## config.mk

```make
export PLATFORM = sky130hd
export DESIGN_NAME = phase2sample_interp_flat
export DESIGN_NICKNAME = d
export VERILOG_FILES = /design/src/rtl/phase2sample_interp_if.sv /design/src/rtl/phase2sample_interp.sv /design/src/flat_wrapper.sv
export SDC_FILE = /design/constraint.sdc
export NUM_CORES = 1
export LEC_CHECK = 0
export ABC_AREA = 1
export CAP_MARGIN = 20
export CORE_ASPECT_RATIO = 1.25
export CORE_UTILIZATION = 45
export DETAILED_ROUTE_END_ITERATION = 10
export PLACE_DENSITY = 0.67
export SLEW_MARGIN = 10
export SYNTH_ARGS = -nofsm -noshare
export SYNTH_HDL_FRONTEND = slang
export SYNTH_SLANG_ARGS = --single-unit
```

## constraint.sdc

```tcl
create_clock -name clk -period 16.2 [get_ports clk]
set_input_delay 3.24 -clock clk [delete_from_list [all_inputs] [get_ports clk]]
set_output_delay 3.24 -clock clk [all_outputs]
set_load 0.03 [all_outputs]
```

## src/rtl/phase2sample_interp_if.sv

```systemverilog
// Bundles the phase/program request, ROM bus and sample result of phase2sample_interp.
// master drives requests and ROM data; slave (the stage) drives ROM addr and results.
interface phase2sample_interp_if #(
  parameter int PHASE_W  = 16,
  parameter int ADDR_W   = 6,
  parameter int SAMPLE_W = 8,
  parameter int PROG_W   = 7
);
  logic                     i_ce;
  logic [PHASE_W-1:0]       i_phase;
  logic [PROG_W-1:0]        i_program;
  logic                     o_rom_en;
  logic [PROG_W+ADDR_W-1:0] o_rom_addr;
  logic [SAMPLE_W-1:0]      i_rom_data;
  logic [SAMPLE_W-1:0]      o_sample_out;
  logic                     o_sample_valid;
  logic                     o_busy;
  logic                     o_overrun;

  modport master (
    output i_ce, i_phase, i_program, i_rom_data,
    input  o_rom_en, o_rom_addr, o_sample_out,
    input  o_sample_valid, o_busy, o_overrun
  );

  modport slave (
    input  i_ce, i_phase, i_program, i_rom_data,
    output o_rom_en, o_rom_addr, o_sample_out,
    output o_sample_valid, o_busy, o_overrun
  );
endinterface

```

## src/rtl/phase2sample_interp.sv

```systemverilog
// Mirrored-wavetable phase-to-sample stage with linear interpolation.
// Ports: clk, rst_n (async low), bus (slave: ce/phase/program, ROM bus, sample out).
module phase2sample_interp #(
  parameter int PHASE_W   = 16,
  parameter int ADDR_W    = 6,
  parameter int FRAC_W    = 4,
  parameter int SAMPLE_W  = 8,
  parameter int PROG_W    = 7,
  parameter bit INTERP_EN = 1'b1
) (
  input logic clk,
  input logic rst_n,
  phase2sample_interp_if.slave bus
);

  localparam int K_W = ADDR_W + 1;
  localparam int D_W = SAMPLE_W + 1;
  localparam int P_W = D_W + FRAC_W + 1;

  localparam logic [2:0] S_IDLE    = 3'd0;
  localparam logic [2:0] S_FETCH_A = 3'd1;
  localparam logic [2:0] S_FETCH_B = 3'd2;
  localparam logic [2:0] S_WAIT_B  = 3'd3;
  localparam logic [2:0] S_INTERP  = 3'd4;

  logic [2:0]               r_state;
  logic [PROG_W+ADDR_W-1:0] r_addr;
  logic [PROG_W-1:0]        r_prog;
  logic                     r_ha;
  logic                     r_hb;
  logic [ADDR_W-1:0]        r_idxb;
  logic [FRAC_W-1:0]        r_frac;
  logic [SAMPLE_W-1:0]      r_a;
  logic [SAMPLE_W-1:0]      r_b;
  logic [SAMPLE_W-1:0]      r_out;
  logic                     r_valid;
  logic                     r_overrun;

  logic                     w_h;
  logic [ADDR_W-1:0]        w_idx;
  logic [FRAC_W-1:0]        w_frac;
  logic [K_W-1:0]           w_k;
  logic [K_W-1:0]           w_k1;
  logic                     w_idle;

  assign w_h    = bus.i_phase[PHASE_W-1];
  assign w_idx  = bus.i_phase[PHASE_W-2 -: ADDR_W];
  assign w_frac = bus.i_phase[PHASE_W-2-ADDR_W -: FRAC_W];
  assign w_k    = {w_h, w_idx};
  // Successor point wraps modulo 2N through the natural K_W-bit overflow.
  assign w_k1   = w_k + K_W'(1);
  assign w_idle = (r_state == S_IDLE);

  // Upper half reads the table backwards: 2N-1-k == ~idx within the half.
  logic [ADDR_W-1:0] w_addr_a;
  logic [ADDR_W-1:0] w_addr_b;
  assign w_addr_a = w_h  ? ~w_idx  : w_idx;
  assign w_addr_b = r_hb ? ~r_idxb : r_idxb;

  // Upper half also inverts the data: (2**SAMPLE_W-1) - x == ~x.
  logic [SAMPLE_W-1:0] w_data_a;
  logic [SAMPLE_W-1:0] w_data_b;
  assign w_data_a = r_ha ? ~bus.i_rom_data : bus.i_rom_data;
  assign w_data_b = r_hb ? ~bus.i_rom_data : bus.i_rom_data;

  logic signed [D_W-1:0] w_diff;
  logic signed [P_W-1:0] w_diff_x;
  logic signed [P_W-1:0] w_frac_x;
  logic signed [P_W-1:0] w_prod;
  logic signed [P_W-1:0] w_step;
  logic [SAMPLE_W-1:0]   w_interp;

  assign w_diff   = $signed({1'b0, r_b}) - $signed({1'b0, r_a});
  assign w_diff_x = P_W'(w_diff);
  assign w_frac_x = $signed({{(P_W-FRAC_W){1'b0}}, r_frac});
  assign w_prod   = w_diff_x * w_frac_x;
  // Arithmetic shift floors; result stays between a and b so the
  // low SAMPLE_W bits of a+step are exact.
  assign w_step   = w_prod >>> FRAC_W;
  assign w_interp = r_a + w_step[SAMPLE_W-1:0];

  always_ff @(posedge clk or negedge rst_n) begin
    if (!rst_n) begin
      r_state   <= S_IDLE;
      r_addr    <= '0;
      r_prog    <= '0;
      r_ha      <= 1'b0;
      r_hb      <= 1'b0;
      r_idxb    <= '0;
      r_frac    <= '0;
      r_a       <= '0;
      r_b       <= '0;
      r_out     <= '0;
      r_valid   <= 1'b0;
      r_overrun <= 1'b0;
    end else begin
      r_valid <= 1'b0;
      if (bus.i_ce && !w_idle)
        r_overrun <= 1'b1;
      case (r_state)
        S_IDLE: begin
          if (bus.i_ce) begin
            r_prog  <= bus.i_program;
            r_ha    <= w_h;
            r_hb    <= w_k1[K_W-1];
            r_idxb  <= w_k1[ADDR_W-1:0];
            r_frac  <= w_frac;
            r_addr  <= {bus.i_program, w_addr_a};
            r_state <= S_FETCH_A;
          end
        end
        S_FETCH_A: begin
          r_addr  <= {r_prog, w_addr_b};
          r_state <= S_FETCH_B;
        end
        S_FETCH_B: begin
          r_a     <= w_data_a;
          r_state <= S_WAIT_B;
        end
        S_WAIT_B: begin
          r_b     <= w_data_b;
          r_state <= S_INTERP;
        end
        S_INTERP: begin
          r_out   <= INTERP_EN ? w_interp : r_a;
          r_valid <= 1'b1;
          r_state <= S_IDLE;
        end
        default: r_state <= S_IDLE;
      endcase
    end
  end

  assign bus.o_rom_en       = (r_state == S_FETCH_A) ||
                              (r_state == S_FETCH_B);
  assign bus.o_rom_addr     = r_addr;
  assign bus.o_sample_out   = r_out;
  assign bus.o_sample_valid = r_valid;
  assign bus.o_busy         = !w_idle;
  assign bus.o_overrun      = r_overrun;

endmodule

```

## src/flat_wrapper.sv

```systemverilog
// flat-port wrapper written by rule: the top's interface ports become plain ports
module phase2sample_interp_flat 
#(
  parameter int PHASE_W   = 16,
  parameter int ADDR_W    = 6,
  parameter int FRAC_W    = 4,
  parameter int SAMPLE_W  = 8,
  parameter int PROG_W    = 7,
  parameter bit INTERP_EN = 1'b1
)
  (clk, rst_n, bus_i_ce, bus_i_phase, bus_i_program, bus_i_rom_data, bus_o_rom_en, bus_o_rom_addr, bus_o_sample_out, bus_o_sample_valid, bus_o_busy, bus_o_overrun);
  phase2sample_interp_if #(.PHASE_W(PHASE_W), .ADDR_W(ADDR_W), .SAMPLE_W(SAMPLE_W), .PROG_W(PROG_W)) bus_i ();
  input logic clk;
  input logic rst_n;
  input wire logic [$bits(bus_i.i_ce)-1:0] bus_i_ce;
  input wire logic [$bits(bus_i.i_phase)-1:0] bus_i_phase;
  input wire logic [$bits(bus_i.i_program)-1:0] bus_i_program;
  input wire logic [$bits(bus_i.i_rom_data)-1:0] bus_i_rom_data;
  output wire logic [$bits(bus_i.o_rom_en)-1:0] bus_o_rom_en;
  output wire logic [$bits(bus_i.o_rom_addr)-1:0] bus_o_rom_addr;
  output wire logic [$bits(bus_i.o_sample_out)-1:0] bus_o_sample_out;
  output wire logic [$bits(bus_i.o_sample_valid)-1:0] bus_o_sample_valid;
  output wire logic [$bits(bus_i.o_busy)-1:0] bus_o_busy;
  output wire logic [$bits(bus_i.o_overrun)-1:0] bus_o_overrun;
  assign bus_i.i_ce = bus_i_ce;
  assign bus_i.i_phase = bus_i_phase;
  assign bus_i.i_program = bus_i_program;
  assign bus_i.i_rom_data = bus_i_rom_data;
  assign bus_o_rom_en = bus_i.o_rom_en;
  assign bus_o_rom_addr = bus_i.o_rom_addr;
  assign bus_o_sample_out = bus_i.o_sample_out;
  assign bus_o_sample_valid = bus_i.o_sample_valid;
  assign bus_o_busy = bus_i.o_busy;
  assign bus_o_overrun = bus_i.o_overrun;
  phase2sample_interp #(.PHASE_W(PHASE_W), .ADDR_W(ADDR_W), .FRAC_W(FRAC_W), .SAMPLE_W(SAMPLE_W), .PROG_W(PROG_W), .INTERP_EN(INTERP_EN)) u_core (.clk(clk), .rst_n(rst_n), .bus(bus_i));
endmodule
```

==> results.md <==
- Worst reg2reg setup slack: roughly 10 ns
- Top Ports: between 50 and 60
- Slew Limit Headroom: 0.4923
- GRT Resource Usage Total: 0.1993
- Clk buf depth: 2
- CTS Hold Buffers Added: 0
- Unique cell type count in the Yosys netlist: 39
- Fin. max-slew vios: 0
- Synth Area in Adders: 0.1712
- Worst path slowest cell: fa_1
- Root Buffer: clkbuf_16
- Setup bufs post-CTS: 0
- Core Rows: 40
- Largest net degree at the start of global routing: 62
- Clock Sinks: 61
- Worst Tran Pin Value: about 0.76 ns
- PostCTS Resize Cnt: 0
- Fin cells: ~750
- Chip Height: around 110 um
- Register area share after synthesis: 0.3358
- Core Box Area: about 9700 um^2
- HP Class: reg -> reg
- Vias/cell: between 4 and 5
- Worst setup SP type: register
- H-tree depth: 3
- Clock skew: about 0.0051 ns
- CP Max Fanout: 4
- Grt ovf: 0
- Syn Inst Count: approximately 570
- Tcrit/Tclk final: 0.3526
- Post-Synth Simple-Gate Area: 0.2230
- Most frequent cells in the layout: nand2_1, inv_1, dfrtp_1
- Fin Hold WS: 0.4597 ns
- EDFF count, synth: 0
- Diode count: 0
- #FFs+latches synth: 61
- HPWL after detailed placement: roughly 7.6 mm
- Antenna Nets Post-Route: 0
- Critical path class: reg -> reg
- Syn avg cell area: about 8 um^2
- Clk slew on worst S/H paths: ~0.050 ns
- RSZ-0062 raised after global routing: false
- Vias in the first global route: 3,750
- Critical Path Most Common Cell: nand2_1
- Post-Synth XOR/XNOR Area: 0.07900
- Slowest Stage Delay on Critical Path: ~0.55 ns
- Outcome: completed
- CTS Buf Count: 9
- Vias: 3,745
- Compound-Gate Fraction of Synth Area: 0.09992
- Largest family of logic cells by synthesized area: simple AND/OR/NAND/NOR gates
- Fraction of layout cells with a size suffix above 1: 0.05742
- Critical Path RT: 16.42 ns
- Port Buffer Count: 53
- Commonest non-fill, non-tap cell in the layout: nand2_1
- Routability-driven placement congestion ratio: 0.8759
- Fmax: between 150 and 200 MHz
- Initial antenna violation count: 0
- First-pass GRT wire length: ~16 mm
- Max_cap viols: 0
- TNS Setup: 0 ns
- First-pass iteration count of the detailed router: 5
- Drt total wl: 9.651 mm
- Nets@finish: 709
- Post-synth net total: about 660
- DR iter-0 viols: 118
- Syn. warnings: 0
- Die footprint: between 10,000 and 15,000 um^2
- Ys flop type: dfrtp_1
- Final setup violating endpoints: 0
- CTS tree: built
- Final hold violation count: 0
- WP data arrival: between 5 and 6 ns
- Post-synthesis mux area share: 0
- Starting density of the core: 0.4682
- Period minus WS final: 5.712 ns
- Layout area overhead: 19.90%
- Worst-Skew Late Latency: ~0.33 ns
- Wire per inst: about 13 um
- Die width: just over 90 um
- CP Capture Type: register
- Async SR Flop Fraction: 1.000
- DRC viols: 0
- Placed Cells: 738
- Mapped Area: ~4500 um^2
-- cells by family after synthesis --
family,Yosys count
compound gates,78
xor+xnor,41
fa+ha+maj,52
buf+inv,103
flops,61
simple gates,237
-- worst paths after layout --
path | depth (start not counted) | start | to
max | 35 | u_core.r_a[0] | u_core.bus.o_sample_out[7]
min | 1 | u_core.bus.o_overrun | u_core.bus.o_overrun
max reg2reg | 35 | u_core.r_a[0] | u_core.bus.o_sample_out[7]
min reg2reg | 1 | u_core.bus.o_overrun | u_core.bus.o_overrun
max in group asynchronous | 2 | rst_n | u_core.bus.o_rom_addr[12]
min in group asynchronous | 2 | rst_n | u_core.bus.o_sample_valid
-- synth_stat cells, drive strengths merged, types with 2 or more instances --
master,count,area share
nand2,145,0.12
xor2,20,0.039
nor2,59,0.053
ha,35,0.096
o21ai,46,0.052
o211ai,5,0.0083
dfrtp,61,0.34
a221oi,2,0.0039
o21bai,2,0.0041
nand3,24,0.030
xnor2,21,0.040
nor3,3,0.011
or2,3,0.0041
nand4,2,0.0028
a21oi,19,0.022
inv,88,0.073
fa,17,0.075
clkbuf,3,0.0028
buf,11,0.015
a21o,2,0.0033
-- sequential cells by signal (all words and copies together), names as in the netlist --
name	count
u_core.r_idxb	6
u_core.r_hb	1
u_core.bus.o_sample_out	8
u_core.r_prog	7
u_core.bus.o_rom_addr	13
u_core.bus.o_overrun	1
u_core.r_state	3
u_core.r_b	8
u_core.r_ha	1
u_core.r_frac	4
u_core.r_a	8
u_core.bus.o_sample_valid	1
-- worst max-delay path, delay by kind of cell, from the launching register on --
kind                       cells  cell delay [ns]
buffers and inverters          5             0.26
xor gates and xnor gates       1             0.29
DFF                            1             0.40
AOI/OAI and AO/OA              5             0.82
and+or+nand+nor               17             1.13
adders and majority gates      7             2.70
-- layout make-up --
type,instances,area (um^2)
well taps,126,157.7
clock buffers,14,264.0
repair buffers,54,533.0
inverters,89,334.1
multi-input cells,408,2605
flip-flops and latches,61,1526
fillers,908,4259
clock inverters,1,30.03
-- through the flow --
step / area, um^2 / worst slack, ns / utilization
after floorplan: 4546 / 11.02 / -
after global placement: 5156 / 10.57 / 0.5311
after detailed placement: 5156 / 10.48 / 0.5311
after CTS: 5450 / 10.47 / 0.5613
after global routing: 5450 / 10.02 / 0.5613
final: 5450 / 10.49 / 0.5613
-- per-layer routing --
| layer | up-vias | routed length, um | global-route usage |
|---|---|---|---|
| li1 | 1894 | - | - |
| met3 | 23 | 237 | 0.02855 |
| met4 | 0 | 298 | 0.09896 |
| met2 | 53 | 5079 | 0.3627 |
| met1 | 1775 | 4036 | 0.2274 |
| met5 | - | 0 | 0 |
Power is not shown: default switching activity piles up to over one toggle a cycle in this logic, so the estimate is an artifact.
